File: src/rtl/tangram_pkg.sv
// Shared types and constants for the shape editor: FSM states, button/mode
// encodings, angle bounds and the default shape size.
package tangram_pkg;

  typedef enum logic [1:0] {
    ST_IDLE  = 2'd0,
    ST_APPLY = 2'd1,
    ST_DONE  = 2'd2
  } state_t;

  localparam int ANGLE_MIN = -180;
  localparam int ANGLE_MAX = 179;
  localparam int DEF_SIZE  = 10;

  // Bit positions inside the {c,d,u,r,l} button vectors
  localparam int B_L = 0;
  localparam int B_R = 1;
  localparam int B_U = 2;
  localparam int B_D = 3;
  localparam int B_C = 4;

  localparam logic [1:0] M_MOVE  = 2'd0;
  localparam logic [1:0] M_SHAPE = 2'd1;
  localparam logic [1:0] M_EDIT  = 2'd2;
  localparam logic [1:0] M_COLOR = 2'd3;

endpackage

File: src/rtl/wrap_step.sv
// Signed add of a step to a bounded value; the result either saturates at
// [LO, HI] or wraps circularly around that range.
module wrap_step #(
  parameter int W    = 16,
  parameter int LO   = 0,
  parameter int HI   = 255,
  parameter bit WRAP = 1'b0
) (
  input  logic signed [W-1:0] val,
  input  logic signed [W-1:0] delta,
  output logic signed [W-1:0] res
);

  localparam logic signed [W+1:0] LO_S   = (W+2)'(LO);
  localparam logic signed [W+1:0] HI_S   = (W+2)'(HI);
  localparam logic signed [W+1:0] SPAN_S = (W+2)'(HI - LO + 1);

  logic signed [W+1:0] sum_s;
  logic signed [W+1:0] adj_s;

  // Widened sum followed by saturate or single-span wrap (|delta| <= span)
  always_comb begin
    sum_s = (W+2)'(val) + (W+2)'(delta);
    if (sum_s > HI_S) begin
      adj_s = WRAP ? (sum_s - SPAN_S) : HI_S;
    end else if (sum_s < LO_S) begin
      adj_s = WRAP ? (sum_s + SPAN_S) : LO_S;
    end else begin
      adj_s = sum_s;
    end
  end

  assign res = W'(adj_s);

endmodule

File: src/rtl/shape_editor.sv
// Frame-paced shape editor: buttons captured between frames are applied once
// per frame to the selected slot; all per-shape fields are held in registers.
module shape_editor
  import tangram_pkg::*;
#(
  parameter int MAXSHP       = 4,
  parameter int INTW         = 16,
  parameter int PIXLW        = 12,
  parameter int SCR_W        = 800,
  parameter int SCR_H        = 600,
  parameter int NTYPES       = 1,
  parameter int SIZE_MAX     = 255,
  parameter int STEP_FAST    = 4,
  parameter int ACCEL_FRAMES = 30
) (
  input  logic                    clk,
  input  logic                    rst_n,
  input  logic                    frame,
  input  logic [1:0]              mode,
  input  logic [4:0]              btn_held,
  input  logic [4:0]              btn_dn,
  input  logic [PIXLW-1:0]        pick_color,
  output logic [MAXSHP*INTW-1:0]  s_x,
  output logic [MAXSHP*INTW-1:0]  s_y,
  output logic [MAXSHP*INTW-1:0]  s_size,
  output logic [MAXSHP*INTW-1:0]  s_angle,
  output logic [MAXSHP*INTW-1:0]  s_ty,
  output logic [MAXSHP*PIXLW-1:0] s_color,
  output logic [INTW-1:0]         count,
  output logic [INTW-1:0]         sel
);

  localparam int IDXW = (MAXSHP > 1) ? $clog2(MAXSHP) : 1;
  localparam logic [INTW-1:0]  ZERO    = INTW'(0);
  localparam logic [INTW-1:0]  ONE     = INTW'(1);
  localparam logic [INTW-1:0]  TWO     = INTW'(2);
  localparam logic [INTW-1:0]  MAX_C   = INTW'(MAXSHP);
  localparam logic [INTW-1:0]  CX      = INTW'(SCR_W / 2);
  localparam logic [INTW-1:0]  CY      = INTW'(SCR_H / 2);
  localparam logic [INTW-1:0]  DSZ     = INTW'(DEF_SIZE);
  localparam logic [INTW-1:0]  ACC     = INTW'(ACCEL_FRAMES);
  localparam logic [INTW-1:0]  FAST    = INTW'(STEP_FAST);
  localparam logic [INTW-1:0]  LAST_TY = INTW'(NTYPES - 1);
  localparam logic [PIXLW-1:0] WHITE   = {PIXLW{1'b1}};
  localparam logic [PIXLW-1:0] BLANK   = {PIXLW{1'b0}};

  state_t            state_r, state_n_s;
  logic [4:0]        pend_r;
  logic [1:0]        last_mode_r;
  logic [INTW-1:0]   hold_r, count_r, sel_r;
  logic [INTW-1:0]   x_r [MAXSHP];
  logic [INTW-1:0]   y_r [MAXSHP];
  logic [INTW-1:0]   size_r [MAXSHP];
  logic [INTW-1:0]   ang_r [MAXSHP];
  logic [INTW-1:0]   ty_r [MAXSHP];
  logic [PIXLW-1:0]  color_r [MAXSHP];

  logic [IDXW-1:0]   si_s;
  logic              apply_s, mode_chg_s, dir_held_s, add_s, rem_s, nxt_s;
  logic [INTW-1:0]   step_s, cnt_n_s, sel_a_s, sel_n_s, ty_nx_s;
  logic signed [INTW-1:0] d_lr_s, d_ud_s, dx_s, dy_s, dsz_s, dang_s;
  logic [INTW-1:0]   nx_s, ny_s, nsz_s, nang_s;

  assign si_s       = sel_r[IDXW-1:0];
  assign apply_s    = (state_r == ST_APPLY);
  assign mode_chg_s = (mode != last_mode_r);
  assign dir_held_s = |btn_held[3:0];
  // Remove wins over add when both are pending in the same frame
  assign rem_s = apply_s && (mode == M_EDIT) && pend_r[B_L] && (count_r > ONE);
  assign add_s = apply_s && (mode == M_EDIT) && pend_r[B_R] && !pend_r[B_L] && (count_r < MAX_C);
  assign nxt_s = apply_s && (mode == M_EDIT) && pend_r[B_C];
  assign ty_nx_s = (ty_r[si_s] == LAST_TY) ? ZERO : (ty_r[si_s] + ONE);

  // Frame sequencer next-state
  always_comb begin
    state_n_s = state_r;
    case (state_r)
      ST_IDLE:  state_n_s = frame ? ST_APPLY : ST_IDLE;
      ST_APPLY: state_n_s = ST_DONE;
      ST_DONE:  state_n_s = ST_IDLE;
      default:  state_n_s = ST_IDLE;
    endcase
  end

  // Step size and signed deltas per field; u moves up the screen but grows size
  always_comb begin
    step_s = (!mode_chg_s && (hold_r >= ACC)) ? FAST : ONE;
    if (btn_held[B_L])      d_lr_s = -$signed(step_s);
    else if (btn_held[B_R]) d_lr_s = $signed(step_s);
    else                    d_lr_s = $signed(ZERO);
    if (btn_held[B_U])      d_ud_s = -$signed(step_s);
    else if (btn_held[B_D]) d_ud_s = $signed(step_s);
    else                    d_ud_s = $signed(ZERO);
    dx_s   = (mode == M_MOVE)  ? d_lr_s  : $signed(ZERO);
    dy_s   = (mode == M_MOVE)  ? d_ud_s  : $signed(ZERO);
    dang_s = (mode == M_SHAPE) ? d_lr_s  : $signed(ZERO);
    dsz_s  = (mode == M_SHAPE) ? -d_ud_s : $signed(ZERO);
  end

  // Slot count and selection after add/remove/advance
  always_comb begin
    cnt_n_s = count_r;
    sel_a_s = sel_r;
    if (rem_s) begin
      cnt_n_s = count_r - ONE;
      sel_a_s = (sel_r == count_r - ONE) ? (count_r - TWO) : sel_r;
    end else if (add_s) begin
      cnt_n_s = count_r + ONE;
    end else begin
      cnt_n_s = count_r;
    end
    sel_n_s = nxt_s ? ((sel_a_s == cnt_n_s - ONE) ? ZERO : (sel_a_s + ONE)) : sel_a_s;
  end

  wrap_step #(.W(INTW), .LO(0), .HI(SCR_W - 1), .WRAP(1'b0)) u_x (
    .val(x_r[si_s]), .delta(dx_s), .res(nx_s));
  wrap_step #(.W(INTW), .LO(0), .HI(SCR_H - 1), .WRAP(1'b0)) u_y (
    .val(y_r[si_s]), .delta(dy_s), .res(ny_s));
  wrap_step #(.W(INTW), .LO(0), .HI(SIZE_MAX), .WRAP(1'b0)) u_size (
    .val(size_r[si_s]), .delta(dsz_s), .res(nsz_s));
  wrap_step #(.W(INTW), .LO(ANGLE_MIN), .HI(ANGLE_MAX), .WRAP(1'b1)) u_ang (
    .val(ang_r[si_s]), .delta(dang_s), .res(nang_s));

  // State register
  always_ff @(posedge clk or negedge rst_n) begin
    if (!rst_n) state_r <= ST_IDLE;
    else        state_r <= state_n_s;
  end

  // Pending presses, hold counter, mode history, count and selection
  always_ff @(posedge clk or negedge rst_n) begin
    if (!rst_n) begin
      pend_r      <= 5'd0;
      hold_r      <= ZERO;
      last_mode_r <= 2'd0;
      count_r     <= ONE;
      sel_r       <= ZERO;
    end else begin
      case (state_r)
        ST_IDLE:  pend_r <= pend_r | btn_dn;
        ST_DONE:  pend_r <= 5'd0;
        default:  pend_r <= pend_r;
      endcase
      if (apply_s) begin
        last_mode_r <= mode;
        count_r     <= cnt_n_s;
        sel_r       <= sel_n_s;
        if (mode_chg_s || mode[1] || !dir_held_s) hold_r <= ZERO;
        else if (hold_r < ACC)                    hold_r <= hold_r + ONE;
        else                                      hold_r <= hold_r;
      end
    end
  end

  // Per-slot field storage
  always_ff @(posedge clk or negedge rst_n) begin
    if (!rst_n) begin
      for (int i = 0; i < MAXSHP; i++) begin
        x_r[i]     <= (i == 0) ? CX : ZERO;
        y_r[i]     <= (i == 0) ? CY : ZERO;
        size_r[i]  <= (i == 0) ? DSZ : ZERO;
        ang_r[i]   <= ZERO;
        ty_r[i]    <= ZERO;
        color_r[i] <= (i == 0) ? WHITE : BLANK;
      end
    end else if (apply_s) begin
      for (int i = 0; i < MAXSHP; i++) begin
        if (add_s && (INTW'(i) == count_r)) begin
          x_r[i]     <= CX;
          y_r[i]     <= CY;
          size_r[i]  <= DSZ;
          ang_r[i]   <= ZERO;
          ty_r[i]    <= ZERO;
          color_r[i] <= WHITE;
        end else if (rem_s && (INTW'(i) == count_r - ONE)) begin
          color_r[i] <= BLANK;
        end else if (INTW'(i) == sel_r) begin
          x_r[i]    <= nx_s;
          y_r[i]    <= ny_s;
          size_r[i] <= nsz_s;
          ang_r[i]  <= nang_s;
          if ((mode == M_SHAPE) && pend_r[B_C]) ty_r[i] <= ty_nx_s;
          if ((mode == M_COLOR) && btn_held[B_C]) color_r[i] <= pick_color;
        end
      end
    end
  end

  for (genvar g = 0; g < MAXSHP; g++) begin : g_flat
    assign s_x[g*INTW +: INTW]       = x_r[g];
    assign s_y[g*INTW +: INTW]       = y_r[g];
    assign s_size[g*INTW +: INTW]    = size_r[g];
    assign s_angle[g*INTW +: INTW]   = ang_r[g];
    assign s_ty[g*INTW +: INTW]      = ty_r[g];
    assign s_color[g*PIXLW +: PIXLW] = color_r[g];
  end

  assign count = count_r;
  assign sel   = sel_r;

endmodule

File: config.mk
export PLATFORM = sky130hd
export DESIGN_NAME = shape_editor
export DESIGN_NICKNAME = d
export VERILOG_FILES = /design/src/rtl/tangram_pkg.sv /design/src/rtl/wrap_step.sv /design/src/rtl/shape_editor.sv
export SDC_FILE = /design/constraint.sdc
export NUM_CORES = 1
export LEC_CHECK = 0
export CAP_MARGIN = 20
export CELL_PAD_IN_SITES_DETAIL_PLACEMENT = 0
export CELL_PAD_IN_SITES_GLOBAL_PLACEMENT = 1
export CORE_MARGIN = 10
export CORE_UTILIZATION = 40
export CTS_CLUSTER_DIAMETER = 60
export DETAILED_ROUTE_END_ITERATION = 10
export GPL_TIMING_DRIVEN = 0
export PLACE_DENSITY = 0.9
export REMOVE_ABC_BUFFERS = 1
export SLEW_MARGIN = 20
export SYNTH_ARGS = -nofsm -noshare
export SYNTH_HDL_FRONTEND = slang
export SYNTH_SLANG_ARGS = --single-unit
File: constraint.sdc
create_clock -name clk -period 14.97 [get_ports clk]
set_input_delay 2.994 -clock clk [delete_from_list [all_inputs] [get_ports clk]]
set_output_delay 2.994 -clock clk [all_outputs]
set_load 0.01 [all_outputs]
* Word level (Yosys, flattened, before mapping)
Index checks and enable logic that the tools add are counted.
Cells by class: add/subtract/negate cells 15, order comparisons 13, eq/ne operators 21, multiplexer cells 118, bitwise gates (word level) 2, reductions and logical operators 61
Operators with widths (number):
- $mux 16 | 94
- $bmux 16 s2 | 5
- $mux 12 | 13
- $eq 2x16->1 const A | 6
- $add 16x16->17 | 4
- $add 16x1->16 const B | 4
- $logic_not 16->1 | 4
- $lt 17x1->1 const B | 3
- $eq 1x16->1 const A | 3
- $gt 17x11->1 const B | 2
- $gt 17x9->1 const B | 2
- $eq 16x16->1 | 2
- $sub 16x1->16 const B | 2
- $reduce_and 3->1 | 8
- $reduce_bool 3->1 | 8
- $reduce_bool 2->1 | 10
- $logic_and 1x1->1 | 18
- $lt 17x9->1 const B | 1
- $add 16x10->16 const B | 1
- $ge 16x5->1 const B | 1
- $gt 16x1->1 const B | 1
- $lt 16x3->1 const B | 1
- $lt 16x5->1 const B | 1
- $neg 16->16 | 1
- other kinds (20) | 35
Storage, ports and cells: flip-flop bits (word level) 425, bits of input ports 27

* Depth between registers and ports, before layout
Gate-level depths: netlist of run 1.
depth in word-level cells 15, depth in mapped cells 23, gate-level depth less buffers 22

* By module
Synthesis of run 1 repeated with hierarchy kept, for this count alone.
Second synthesis, totals: cell total of the unflattened synthesis 3021, area, all modules 26559.2 µm²
By module, submodules not included:
- shape_editor | times used 1, cells an instance 2379, area an instance 21773.4 µm², sequential area each 10612.7 µm²
- wrap_step at u_ang | times used 1, cells an instance 223, area an instance 1724.2 µm², sequential area each 0.0 µm²
- wrap_step at u_x | times used 1, cells an instance 144, area an instance 1032.2 µm², sequential area each 0.0 µm²
- wrap_step at u_size | times used 1, cells an instance 128, area an instance 1021.0 µm², sequential area each 0.0 µm²
- wrap_step at u_y | times used 1, cells an instance 147, area an instance 1008.5 µm², sequential area each 0.0 µm²

* Least setup slack after synthesis of run 1
No wires, ideal clock.
kind input to register, from input mode[0], to register ang_r (netlist bit s_angle[7]), setup time 121 ps, arrival time 7385 ps, data required time 14849 ps, slack 7464 ps, stages on the path 19, path buffers 2, path through clkbuf_1 > xor2_1 > a211oi_1 > nand2b_1 > nor2_1 > ha_1 > fa_1 > a21o_1 > a41o_1 > or3_1 > nand4_1 > nand3_1 > a2111oi_0 > and3_1 > clkbuf_1 > nor3b_1 > a31oi_1 > xnor2_1 > a22o_1
On the way: longest elaborated chain between the ends 14
Ends and longest elaborated chain:
- start: declaration | line shape_editor.sv:19 | input logic [1:0] mode,
- $ne 2x2->1 | line shape_editor.sv:66 | assign mode_chg_s = (mode != last_mode_r);
- $logic_not 1->1 | line shape_editor.sv:87 | step_s = (!mode_chg_s && (hold_r >= ACC)) ? FAST : ONE;
- $logic_and 1x1->1 | line shape_editor.sv:87
- $mux 3 | line shape_editor.sv:87
- $neg 3->16 or $mux 3 (tied branches) | line shape_editor.sv:88, shape_editor.sv:89
- $mux 16 | line shape_editor.sv:88 | if (btn_held[B_L]) d_lr_s = -$signed(step_s);
- $mux 16 | line shape_editor.sv:96 | dang_s = (mode == M_SHAPE) ? d_lr_s : $signed(ZERO);
- $add 16x16->17 | line wrap_step.sv:23 | sum_s = (W+2)'(val) + (W+2)'(delta);
- $add 16x10->16 or $lt 17x9->1 (tied branches) | line wrap_step.sv:27, wrap_step.sv:26
- $mux 16 | line wrap_step.sv:26 | end else if (sum_s < LO_S) begin
- $mux 16 | line wrap_step.sv:24 | if (sum_s > HI_S) begin
- $mux 16 | line shape_editor.sv:177 | end else if (INTW'(i) == sel_r) begin
- $mux 16 | line shape_editor.sv:175 | end else if (rem_s && (INTW'(i) == count_r - ONE)) begin
- $mux 16 | line shape_editor.sv:168 | if (add_s && (INTW'(i) == count_r)) begin
- end signal: indexed assignment | line shape_editor.sv:181 | ang_r[i] <= nang_s;
- end: declaration | line shape_editor.sv:54 | logic [INTW-1:0] ang_r [MAXSHP];
Parallel ways exist; a longest one is shown, timed or not. The select of a mux whose other input is x is not followed. A chain may end at the register's enable or synchronous reset.

* Worst setup path in the final report of run 1
from input mode[0], to register ang_r (netlist bit s_angle[22])
Same word-level chain as after synthesis.

==> flow_metrics.env, run 1 <==
export IMPL_status="finished clean"
export IMPL_rows=90
export IMPL_io_pins=427
export IMPL_grt_usage_pct=25.2
export IMPL_vias_per_cell=6.00
export IMPL_cts_tree="done"
export IMPL_ys_ff_latch=423
export IMPL_seq_power_share_pct=39.2
export IMPL_use_met1_pct=31.3
export IMPL_grt_max_degree=100
export IMPL_insertion_delay_ps=600
export IMPL_grt_pass1_wl_mm=140
export IMPL_drtAntennaViolNets=0
export IMPL_maxSlewHeadroom_pct=17.4
export IMPL_tns_ps=0
export IMPL_crit_fanout=11
export IMPL_async_reset_ff_share_pct=100
export IMPL_arrival_ps=9720
export IMPL_finalSetupViolations=0
export IMPL_period_needed_ps=9300
export IMPL_postCtsSetupRepairBufs=0
export IMPL_die_y_um=268
export IMPL_p_per_area_nw_per_um2=99.9
export IMPL_postSynthCellCount=2562
export IMPL_crit_required_ps=15380
export IMPL_vias=22605
export IMPL_synth_top_area_share_pct=40.9
export IMPL_htree_levels=2
export IMPL_p_sw_share_pct=30.9
export IMPL_drtIter0Drc=2027
export IMPL_cts_num_sinks=423
export IMPL_crit_buf_inv=1
export IMPL_cts_resized=0
export IMPL_end_kind="register"
export IMPL_avgSynthCellArea_um2=9.58
export IMPL_multiInputGateArea_um2=13400
export IMPL_use_met2_pct=42.6
export IMPL_core_um2=60600
export IMPL_die_area_um2=71700
export IMPL_numPortBuffers=424
export IMPL_drc_errors=0
export IMPL_synthMostInstantiatedCell="dfrtp_1"
export IMPL_clkTransAtPathRegs_ps=60
export IMPL_overflow=0
export IMPL_antenna_found_initial=0
export IMPL_dp_hpwl_mm=69.9
export IMPL_final_nets=3059
export IMPL_netlist_top_cells_area="dfrtp_1 41%, mux4_2 7.3%, nand2_1 5.9%"
export IMPL_regArea_um2=10600
export IMPL_cap_violations=0
export IMPL_synth_edf_count=0
export IMPL_hold_violations=0
export IMPL_ir_drop_v=0.0000865
export IMPL_crit_path_start_kind="input pin"
export IMPL_root_buffer="clkbuf_16"
export IMPL_p_leak_nw=13.5
export IMPL_fillers=5390
export IMPL_area_growth_pct=29.0
export IMPL_yosysSeqAreaShare_pct=43.2
export IMPL_drt_wl_total_mm=93.6
export IMPL_routabilityCongestion=0.920
export IMPL_fmax_ghz=0.108
export IMPL_cts_buffer_depth=3
export IMPL_cpPeakStageDelay_ps=1000
export IMPL_die_w_um=268
export IMPL_drtPass1Iterations=7
export IMPL_comb_power_share_pct=20.2
export IMPL_p_sw_w=0.000980
export IMPL_worstMarginPinSlew_ps=1230
export IMPL_drv_slew=0
export IMPL_antennaDiodeCount=0
export IMPL_grt_use_met3_pct=6.01
export IMPL_drive_gt1_share_pct=9.18
export IMPL_path_class="input pin to register"
export IMPL_synth_area_leader_cell="dfrtp_1"
export IMPL_cts_hold_buf=0
export IMPL_crit_family="compound AO/OA/AOI/OAI gates"
export IMPL_worstPathCellList="clkdlybuf4s50_1 > xor2_1 > a211oi_1 > nand2b_1 > nor2_1 > ha_1 > fa_1 > a21o_1 > a41o_1 > or3_1 > nand4_1 > nand3_1 > a2111oi_1 > a31oi_1 > nand3_1 > o21ai_0 > xnor2_1 > o21ai_0"
export IMPL_synth_common_cells="401 x dfrtp_1, 385 x nand2_1, 261 x o21ai_0"
export IMPL_ys_flop_type="dfrtp_1"
export IMPL_ys_warn_count=0
export IMPL_whs_ps=476
export IMPL_grt_pass1_vias=22707
export IMPL_grt_setup_unrepaired="false"
export IMPL_finClkSkew_ps=27.6
export IMPL_hp_class="register to register"
export IMPL_grt_busiest_layer="met2"
export IMPL_syn_cell_area_um2=24600
export IMPL_p_clk_share_pct=40.6
export IMPL_cp_slowest_cell="clkdlybuf4s50_1"
export IMPL_synth_cell_types=91
export IMPL_finalCritPeriodShare_pct=62.1
export IMPL_p_int_w=0.00219
export IMPL_drt_wirelength_per_cell_um=24.8
export IMPL_start_util_pct=40.5
export IMPL_cts_buffers=51
==> worst register-to-register path, cell delays in order (launching register included) <==
cell       delay [ps]
dfrtp_4           710
buf_12            280
buf_16            290
buf_12            300
mux4_2            570
ha_1              250
fa_1              410
a21o_1            210
a41o_1            290
or3_1             370
nand4_1           120
nand3_1           220
a2111oi_1         840
a31oi_1           500
nand3_1           220
o21ai_0           140
xnor2_1           490
o21ai_0           160
==> layout make-up <==
cell class	instances	share of cell area [%]
tap	782	3.09
clock inverter	24	0.798
inverter	50	0.592
multi-input combinational	1964	42.2
clock buffer	71	4.74
timing repair buffer	453	15.1
sequential	423	33.5
==> placed cells by master, fill, tap and decap left out, types with 14 or more instances in the layout <==
master           instances
a21o_1                  20
o21a_1                  14
nand2b_1                23
o22a_1                  22
ha_1                    85
and2_1                 104
xor2_1                  55
a31oi_1                 22
nor4_1                  21
o31ai_1                 21
inv_1                   48
o21ai_0                261
clkbuf_16               51
or3_1                   23
clkbuf_8                15
nand2_1                384
and3_1                  22
nand4_1                 15
mux4_2                  80
dfrtp_1                399
clkdlybuf4s50_1        423
a21oi_1                147
dfstp_2                 22
mux2i_1                 23
nor3_1                  51
nand3_1                 61
nor2b_1                 16
nor2_1                 170
xnor2_1                 91
a22o_1                  18
==> registers in the layout, indices dropped and copies added (netlist names) <==
name and cells:
count 16, hold_r 16, last_mode_r 2, pend_r 3, s_angle 64, s_color 48
s_size 64, s_ty 64, s_x 64, s_y 64, sel 16, state_r 2
==> final timing paths <==
path / from / to / slack (ps) / cells past startpoint
worst max-delay path: mode[0] / s_angle[22]$_DFFE_PN0P_ / 5670 / 18
worst min-delay path: s_color[7]$_DFFE_PN1P_ / s_color[7]$_DFFE_PN1P_ / 480 / 2
worst max register to register: sel[0]$_DFFE_PN0P_ / s_angle[22]$_DFFE_PN0P_ / 8440 / 17
worst min register to register: s_color[7]$_DFFE_PN1P_ / s_color[7]$_DFFE_PN1P_ / 480 / 2
max in group asynchronous: rst_n / s_ty[32]$_DFFE_PN0P_ / 10730 / 4
min in group asynchronous: rst_n / s_size[31]$_DFFE_PN0P_ / 2410 / 1
==> routing by layer <==
metal | vias up | share of wire, %
li1 | 9989 | -
met1 | 11442 | 39
met2 | 1013 | 48
met3 | 161 | 9.0
met4 | 0 | 3.2
met5 | - | 0
==> cells by family after synthesis <==
group | share of synthesized area [%]
xor gates and xnor gates | 5.58
and+or+nand+nor | 18.8
AOI/OAI and AO/OA | 16.5
muxes | 8.41
buffers and inverters | 2.84
DFF | 43.2
adders and majority gates | 4.66
==> power by group through the flow <==
stage	Sequential (W)	Combinational, W	Clock (W)
floorplan	0.00129	0.000357	0
global placement	0.00136	0.000509	0
detailed placement	0.00126	0.000635	0
CTS	0.00124	0.000638	0.00130
global route	0.00125	0.000690	0.00135
finish	0.00124	0.000640	0.00128
==> metrics by stage <==
stage	setup WS, ps	instances	instance area (um^2)	total power, W	utilization, %
global route	5280	3767	31700	0.00328	52.3
global placement	-6940	3643	29300	0.00187	48.3
floorplan	7360	2437	24000	0.00165	-
CTS	5590	3767	31700	0.00318	52.3
finish	5670	3767	31700	0.00317	52.3
detailed placement	5040	3672	29900	0.00190	49.4
Note: power is estimated with default switching activity, not from simulation.
==> run 2, diff against run 1 <==
Clock period 14.97 ns to 9.6 ns, I/O delays scaled along.
==> results of run 2 <==
The final DEF is identical to that of run 1. Status: finished clean.
Among the figures that moved: setup slack after placement 5040 ps -> 749 ps; setup slack after layout 5670 ps -> 1370 ps; register-to-register setup slack 8440 ps -> 3070 ps; total power 0.00317 W -> 0.00494 W; worst IR drop on VDD 0.0000865 V -> 0.000135 V
